==> src/rtl/commit_stage_pkg.sv <==
// commit_stage_pkg: shared widths, window depth default and destination encodings for the commit stage
package commit_stage_pkg;
  localparam int DATA_WIDTH = 16;
  localparam int WINDOW_LOG2 = 3;
  localparam int ID_WIDTH = 9;
  localparam int DEST_WIDTH = 4;
  typedef enum logic {DEST_REG = 1'b0, DEST_ACC = 1'b1} dest_sel_e;
endpackage

==> src/rtl/commit_window_slot_ram.sv <==
// commit_window_slot_ram: reorder slots (we/waddr/wdata write, clr/raddr head read+clear, flush clears all valid bits, valid_o per-slot flags)
module commit_window_slot_ram #(
  parameter int W = 37,
  parameter int AW = 3
) (
  input  logic              clk,
  input  logic              reset,
  input  logic              flush_i,
  input  logic              we_i,
  input  logic [AW-1:0]     waddr_i,
  input  logic [W-1:0]      wdata_i,
  input  logic              clr_i,
  input  logic [AW-1:0]     raddr_i,
  output logic [W-1:0]      rdata_o,
  output logic [2**AW-1:0]  valid_o
);
  localparam int N = 2**AW;
  logic [W-1:0] mem_q [N];
  logic [N-1:0] valid_q, valid_d;
  always_comb begin
    valid_d = valid_q;
    if (clr_i) valid_d[raddr_i] = 1'b0;
    if (we_i) valid_d[waddr_i] = 1'b1;
    if (flush_i) valid_d = '0;
  end
  always_ff @(posedge clk or posedge reset) begin
    if (reset) valid_q <= '0;
    else valid_q <= valid_d;
  end
  always_ff @(posedge clk) begin
    if (we_i) mem_q[waddr_i] <= wdata_i;
  end
  assign rdata_o = mem_q[raddr_i];
  assign valid_o = valid_q;
endmodule

==> src/rtl/commit_stage.sv <==
// commit_stage: reorder window retiring results in commit-id order as one reg-file (reg_we/waddr/wdata) or accumulator (acc_we/wdata) write per cycle
module commit_stage
  import commit_stage_pkg::*;
#(
  parameter int data_width = DATA_WIDTH,
  parameter int window_log2 = WINDOW_LOG2,
  parameter int id_width = ID_WIDTH
) (
  input  logic                    clk,
  input  logic                    reset,
  input  logic                    enable,
  input  logic                    flush,
  input  logic [id_width-1:0]     flush_id,
  input  logic                    in_valid,
  output logic                    in_ready,
  input  logic [2*data_width-1:0] result_in,
  input  logic [DEST_WIDTH-1:0]   dest_in,
  input  logic                    dest_acc_in,
  input  logic [id_width-1:0]     commit_id_in,
  output logic                    reg_we,
  output logic [DEST_WIDTH-1:0]   reg_waddr,
  output logic [data_width-1:0]   reg_wdata,
  output logic                    acc_we,
  output logic [2*data_width-1:0] acc_wdata,
  output logic [id_width-1:0]     retired_id,
  output logic [id_width-1:0]     next_id,
  output logic                    window_empty
);
  localparam int RW = 2*data_width;
  localparam int SW = RW + DEST_WIDTH + 1;
  logic [id_width-1:0] next_id_q, next_id_d, offset, retired_id_q, retired_id_d;
  logic [2**window_log2-1:0] slot_valid;
  logic [SW-1:0] head_word;
  logic [RW-1:0] head_result, result_q, result_d;
  logic [DEST_WIDTH-1:0] head_dest, waddr_q, waddr_d;
  logic head_acc, in_window, accept, retire, flush_go, reg_we_q, reg_we_d, acc_we_q, acc_we_d;
  assign offset = commit_id_in - next_id_q;
  assign in_window = offset[id_width-1:window_log2] == '0;
  assign in_ready = enable & ~flush & in_window & ~slot_valid[commit_id_in[window_log2-1:0]];
  assign accept = in_valid & in_ready;
  assign flush_go = enable & flush;
  assign retire = enable & ~flush & slot_valid[next_id_q[window_log2-1:0]];
  assign {head_result, head_dest, head_acc} = head_word;
  commit_window_slot_ram #(.W(SW), .AW(window_log2)) u_slots (
    .clk     (clk),
    .reset   (reset),
    .flush_i (flush_go),
    .we_i    (accept),
    .waddr_i (commit_id_in[window_log2-1:0]),
    .wdata_i ({result_in, dest_in, dest_acc_in}),
    .clr_i   (retire),
    .raddr_i (next_id_q[window_log2-1:0]),
    .rdata_o (head_word),
    .valid_o (slot_valid)
  );
  always_comb begin
    next_id_d = flush_go ? flush_id : retire ? next_id_q + 1'b1 : next_id_q;
    reg_we_d = retire & (head_acc == DEST_REG);
    acc_we_d = retire & (head_acc == DEST_ACC);
    result_d = retire ? head_result : result_q;
    waddr_d = retire ? head_dest : waddr_q;
    retired_id_d = retire ? next_id_q : retired_id_q;
  end
  always_ff @(posedge clk or posedge reset) begin
    if (reset) begin
      next_id_q <= '0;
      reg_we_q <= 1'b0;
      acc_we_q <= 1'b0;
      result_q <= '0;
      waddr_q <= '0;
      retired_id_q <= '0;
    end else begin
      next_id_q <= next_id_d;
      reg_we_q <= reg_we_d;
      acc_we_q <= acc_we_d;
      result_q <= result_d;
      waddr_q <= waddr_d;
      retired_id_q <= retired_id_d;
    end
  end
  assign reg_we = reg_we_q;
  assign acc_we = acc_we_q;
  assign reg_waddr = waddr_q;
  assign reg_wdata = result_q[data_width-1:0];
  assign acc_wdata = result_q;
  assign retired_id = retired_id_q;
  assign next_id = next_id_q;
  assign window_empty = ~|slot_valid;
endmodule

==> config.mk <==
export PLATFORM = sky130hd
export DESIGN_NAME = commit_stage
export DESIGN_NICKNAME = d
export VERILOG_FILES = /design/src/rtl/commit_stage_pkg.sv /design/src/rtl/commit_window_slot_ram.sv /design/src/rtl/commit_stage.sv
export SDC_FILE = /design/constraint.sdc
export NUM_CORES = 1
export LEC_CHECK = 0
export CAP_MARGIN = 20
export CELL_PAD_IN_SITES_DETAIL_PLACEMENT = 1
export CELL_PAD_IN_SITES_GLOBAL_PLACEMENT = 1
export CORE_ASPECT_RATIO = 1.75
export CORE_MARGIN = 2
export CORE_UTILIZATION = 45
export DETAILED_ROUTE_END_ITERATION = 10
export MAX_ROUTING_LAYER = met4
export PLACE_DENSITY_LB_ADDON = 0.12
export SLEW_MARGIN = 20
export SYNTH_ARGS = -nofsm -noshare
export SYNTH_HDL_FRONTEND = slang
export SYNTH_SLANG_ARGS = --single-unit
==> constraint.sdc <==
create_clock -name clk -period 9.36 [get_ports clk]
set_clock_uncertainty 0.1 [all_clocks]
set_input_delay 2.808 -clock clk [delete_from_list [all_inputs] [get_ports clk]]
set_output_delay 2.808 -clock clk [all_outputs]
set_load 0.01 [all_outputs]
# Word-level counts from Yosys, hierarchy flattened
# Memory sizes are Yosys's and may differ from the RTL's.
# Cells that the tools add are included.
dict set report word_totals {
  ff_bits 64
  latchBits 0
  ram_bits 296
  romBits 0
  word_cells 49
  n_memories 1
}
dict set report op_classes {
  n_addsub 2
  n_mul 0
  div 0
  magnitude_cmp 4
  n_eq_ne 0
  shift 0
  n_mux 15
  n_bitwise 14
  n_reduce_logical 6
}
# name depth width read_ports rd_ports_with_merged_regs wr line
set mem_list {}
lappend mem_list {u_slots.mem_q 8 37 1 0 1 commit_window_slot_ram.sv:18} ;# logic [W-1:0] mem_q [N];
# op n
set ops {}
lappend ops {{8-bit two-way mux} 3}
lappend ops {{9-bit two-way mux} 2}
lappend ops {{9-bit by 1-bit adder with 9-bit output, second input constant} 1}
lappend ops {{9-bit subtractor} 1}
lappend ops {{1-bit bitwise AND} 8}
lappend ops {{8-bit bitwise AND} 1}
lappend ops {{3-bit by 4-bit less-than comparator with 1-bit output, second input constant} 2}
lappend ops {{8-bit inverter} 1}
lappend ops {{8-bit OR} 1}
lappend ops {{8-bit OR reduction} 1}
lappend ops {{1-bit binary-select mux with 3-bit select} 2}
lappend ops {{1-bit demux with 3-bit select} 2}
lappend ops {{3-bit by 1-bit >= comparator with 1-bit output, second input constant} 2}
lappend ops {{6-bit logical NOT} 1}
lappend ops {{1-bit two-way mux} 6}
lappend ops {{1-bit inverter} 3}
lappend ops {{1-bit logical AND} 2}
lappend ops {{2-bit nonzero test} 1}
lappend ops {{1-bit logical NOT} 1}

# Longest topological paths before layout
dict set report logic_depth {
  ltp_word 10
  mapped_depth 11
  mapped_depth_nobuf 8
}

# Cells and area by module
# Synthesis repeated with hierarchy kept, for this count alone.
dict set report unflattened {
  hier_cells 716
  hier_area_um2 14667.8
}
# mod n_inst cells_per_inst area_per_inst_um2 seq_area_each_um2
set modules_own_cells {}
lappend modules_own_cells {commit_window_slot_ram 1 478 11738.8 9088.7}
lappend modules_own_cells {commit_stage 1 238 2929.1 1401.3}

# Worst setup path after synthesis
# Ideal clock, no wire load.
dict set report synth_timing {
  kind {input to register}
  start {input commit_id_in[7]}
  end {memory u_slots.mem_q[3][0] (enable)}
  setup_time_ns 0.477
  arrival_ns 6.850
  required_time_ns 8.783
  setup_slack_ns 1.932
  path_stages 8
  n_path_buf 1
  path_cell_list {ha_1 > and2_1 > a221oi_1 > o31ai_2 > xnor2_2 > nand4_4 > buf_6 > nor3_1}
}
dict set report synth_via {
  elab_chain_cells 7
}
# element line
set synth_rtl {}
lappend synth_rtl {{start: declaration} commit_stage.sv:19} ;# input logic [id_width-1:0] commit_id_in,
lappend synth_rtl {{9-bit subtractor} commit_stage.sv:37} ;# assign offset = commit_id_in - next_id_q;
lappend synth_rtl {{6-bit logical NOT} commit_stage.sv:38} ;# assign in_window = offset[id_width-1:window_log2] == '0;
lappend synth_rtl {{1-bit bitwise AND (2 in series)} commit_stage.sv:39} ;# assign in_ready = enable & ~flush & in_window & ~slot_valid[commit_id_in[window_log2-1:0]];
lappend synth_rtl {{1-bit bitwise AND} commit_stage.sv:40} ;# assign accept = in_valid & in_ready;
lappend synth_rtl {{1-bit two-way mux} commit_window_slot_ram.sv:31} ;# if (we_i) mem_q[waddr_i] <= wdata_i;
lappend synth_rtl {{1-bit two-way mux (implied by the code)} commit_window_slot_ram.sv:31}
lappend synth_rtl {{end: declaration} commit_window_slot_ram.sv:18}
# Every way passes these cells.

# Final worst setup path
dict set report layout_timing {
  start {input commit_id_in[2]}
  end {output in_ready}
}
dict set report layout_via {
  elab_chain_cells 4
}
# element line
set layout_rtl {}
lappend layout_rtl {{9-bit subtractor / 1-bit binary-select mux with 3-bit select (equally long branches)} {commit_stage.sv:37, commit_stage.sv:39}}
lappend layout_rtl {{6-bit logical NOT / 1-bit two-way mux (equally long branches)} {commit_stage.sv:38, commit_stage.sv:39}}
lappend layout_rtl {{1-bit bitwise AND / 1-bit inverter (equally long branches)} commit_stage.sv:39}
lappend layout_rtl {{1-bit bitwise AND (*)} commit_stage.sv:39}
lappend layout_rtl {{end: declaration} commit_stage.sv:15} ;# output logic in_ready,
# Every way passes the cells marked *; elsewhere a longest branch is shown, timed or not. The select of a mux whose other input is x is not followed.

==> run summary <==
status -> finished with violations
failing checks -> DRC
DRC errors left -> 11
wire length per cell -> 25.21 um
Yosys reg bits -> 360
Most used DFF post-synth -> edfxtp_1
DR iter-0 viols -> 440
worst IR drop on VDD -> 0.0001675 V
IO Pins -> 134
Mapped Area -> 0.01458 mm2
worst-path maximum fanout -> 11
startpoint types -> input pin
IO buf count -> 133
Place WS -> 0.9102 ns
R2R cell count -> 11
Final Core Density -> 0.5398
required time worst endpoint -> 6.45 ns
setup_tns -> 0 ns
CTS max path bufs -> 3
largest cells by area after synthesis -> edfxtp_1, dfrtp_1, mux2_2, a221oi_1, o221ai_1
layout cells sized above 1 -> 0.1593
Syn Nets -> 970
CTS tree -> done
final hold slack -> 0.3913 ns
routability congestion estimate -> 0.8003
Cells after DPL -> 1,374
f_max -> 0.1184 GHz
post-synthesis sequential area ratio -> 0.7195
maxcap violations -> 0
first-pass GRT wire length -> 56.30 mm
Die Y -> 242.1 um
vias in the first global route -> 9,414
Die W -> 140.1 um
final std cell area, no fill -> 0.01734 mm2
pin count of the biggest net entering global routing -> 77
most common cell after layout, fill and taps aside -> edfxtp_1
Post-Synth Adder-Cell Area -> 0.006865
P per Cell Area -> 206.5 mW/mm2
Post-CTS Resized -> 0
area share of the largest cell type after synthesis -> 0.6096
Tcrit/Tclk final -> 0.9024
delay of the slowest cell on the worst path -> 0.80 ns
critical path's slowest cell -> clkdlybuf4s50_1
Post-DP HPWL -> 20.87 mm
Sink Count -> 360
total power -> 3.580 mW
fraction of registers with async set/reset -> 0.1778
post-synthesis mux area share -> 0.06865
crit path cell chain -> clkdlybuf4s50_1 -> ha_1 -> a21o_1 -> a31oi_1 -> o21ai_0 -> mux2_2 -> nand4_4 -> inv_1 -> clkdlybuf4s50_1
Initial Utilization -> 0.4540
Ys Warns -> 0
Hold Buf Count CTS -> 0
global route overflow -> 0
CTS Buf Count -> 34
Placed Area -> 0.01617 mm2
xor/xnor share of the synthesized area -> 0.005321
Synth area leader -> edfxtp_1
RSZ-0062 raised after global routing -> false
clock transition at the registers of the reported paths -> 0.06 ns
largest family of logic cells by synthesized area -> compound AO/OA/AOI/OAI gates
most used cell, CP -> clkdlybuf4s50_1
CTS H-tree depth -> 2
Non-Filler Instances -> 1,437
average size of a mapped cell -> 16.16 um2
kind of critical path -> in -> out
root buffer cell -> clkbuf_16
Setup WS post-layout -> 0.9133 ns
Final setup viols -> 0
Setup crit end kind -> output port
core box area -> 0.03211 mm2
total global routing track utilization -> 0.2235
Vias per Instance -> 5.969
worst slew pin tran -> 0.9838 ns
WL final -> 36.23 mm
Synth cell types -> 57
Pins Over Slew Limit -> 0
Hold Path Class -> reg -> reg
remaining antenna violation count after routing -> 0
row count -> 87
Min-Delay Path Depth -> 1
layout net count -> 1,078
Post-synth EDFFs -> 296
most frequent cells in the layout -> edfxtp_1, clkdlybuf4s50_1, mux2_2
Setup Buffers After CTS -> 0
Clock Latency Late Sink -> 0.52 ns
post-synthesis simple-gate area fraction -> 0.03699
die area -> 0.03391 mm2
Rel. slew slack -> 0.3442
Post-Syn Instances -> 902
Final Critical Period -> 8.447 ns
initial antenna violation count -> 1
crit path DAT -> 5.54 ns
cell leakage power -> 5.837 nW
final hold viol count -> 0
area delta synth->final -> 18.90%
post-synthesis compound-gate area fraction -> 0.1278
Vias -> 8,577
1st-pass router iterations -> 10
==> synth_stat cells, drive strengths merged, types with 9 or more instances <==
cell,count
a211oi,9
inv,12
nor2,42
mux2i,20
a21oi,40
mux2,66
o221ai,28
buf,46
nand2,20
dfrtp,64
a22o,10
o21ai,9
edfxtp,296
a221oi,59
a22oi,29
nor3,13
o21a,31
clkbuf,35
==> cells by family after synthesis <==
kind of cell	count (synthesis)
muxes	88
xor gates and xnor gates	8
buffers and inverters	94
AOI/OAI and AO/OA	242
and+or+nand+nor	102
adders and majority gates	8
DFF	360
==> report_power, final <==
part,total (mW),internal (mW),switching (mW)
Combinational,0.363,0.156,0.207
Clock,1.43,0.849,0.579
Sequential,1.79,1.75,0.0401
Total,3.58,2.75,0.826
==> worst max-delay path, delay by kind of cell <==
| family | cells | cell delay (ns) |
|---|---|---|
| adders and majority gates | 1 | 0.36 |
| buffers and inverters | 3 | 1.41 |
| muxes | 1 | 0.27 |
| and+or+nand+nor | 1 | 0.09 |
| AOI/OAI and AO/OA | 3 | 0.60 |
==> layer usage <==
| layer | wire length, um | GRT usage | vias up |
|---|---|---|---|
| li1 | - | - | 3814 |
| met1 | 13880 | 0.2547 | 4509 |
| met2 | 19910 | 0.4038 | 196 |
| met3 | 1395 | 0.03005 | 58 |
| met4 | 1049 | 0.07516 | 0 |
| met5 | 0 | - | - |
==> final timing paths <==
path	slack, ns	to	startpoint
max in group asynchronous	5.63	next_id[1]	reset
worst min register to register	0.39	reg_waddr[3]	reg_waddr[3]
min in group asynchronous	2.38	retired_id[2]	reset
worst max-delay path	0.91	in_ready	commit_id_in[2]
worst max register to register	5.26	u_slots.mem_q[0][21]	next_id[2]
worst min-delay path	0.39	reg_waddr[3]	reg_waddr[3]
==> registers in the layout, indices dropped and copies added (netlist names) <==
signal,count
acc_wdata,32
acc_we,1
next_id,9
reg_waddr,4
reg_we,1
retired_id,9
u_slots.mem_q,296
u_slots.valid_o,8
==> final cells by class <==
type                       count  area, um2
fill                        2991      14780
sequential                   360      10500
multi-input combinational    448       3641
timing repair buffer         153       1481
clock buffer                  47      983.4
tap                          400      500.5
clock inverter                15      177.7
inverter                      13      50.05
antenna                        1      2.502
(Power assumes the default switching activity.)
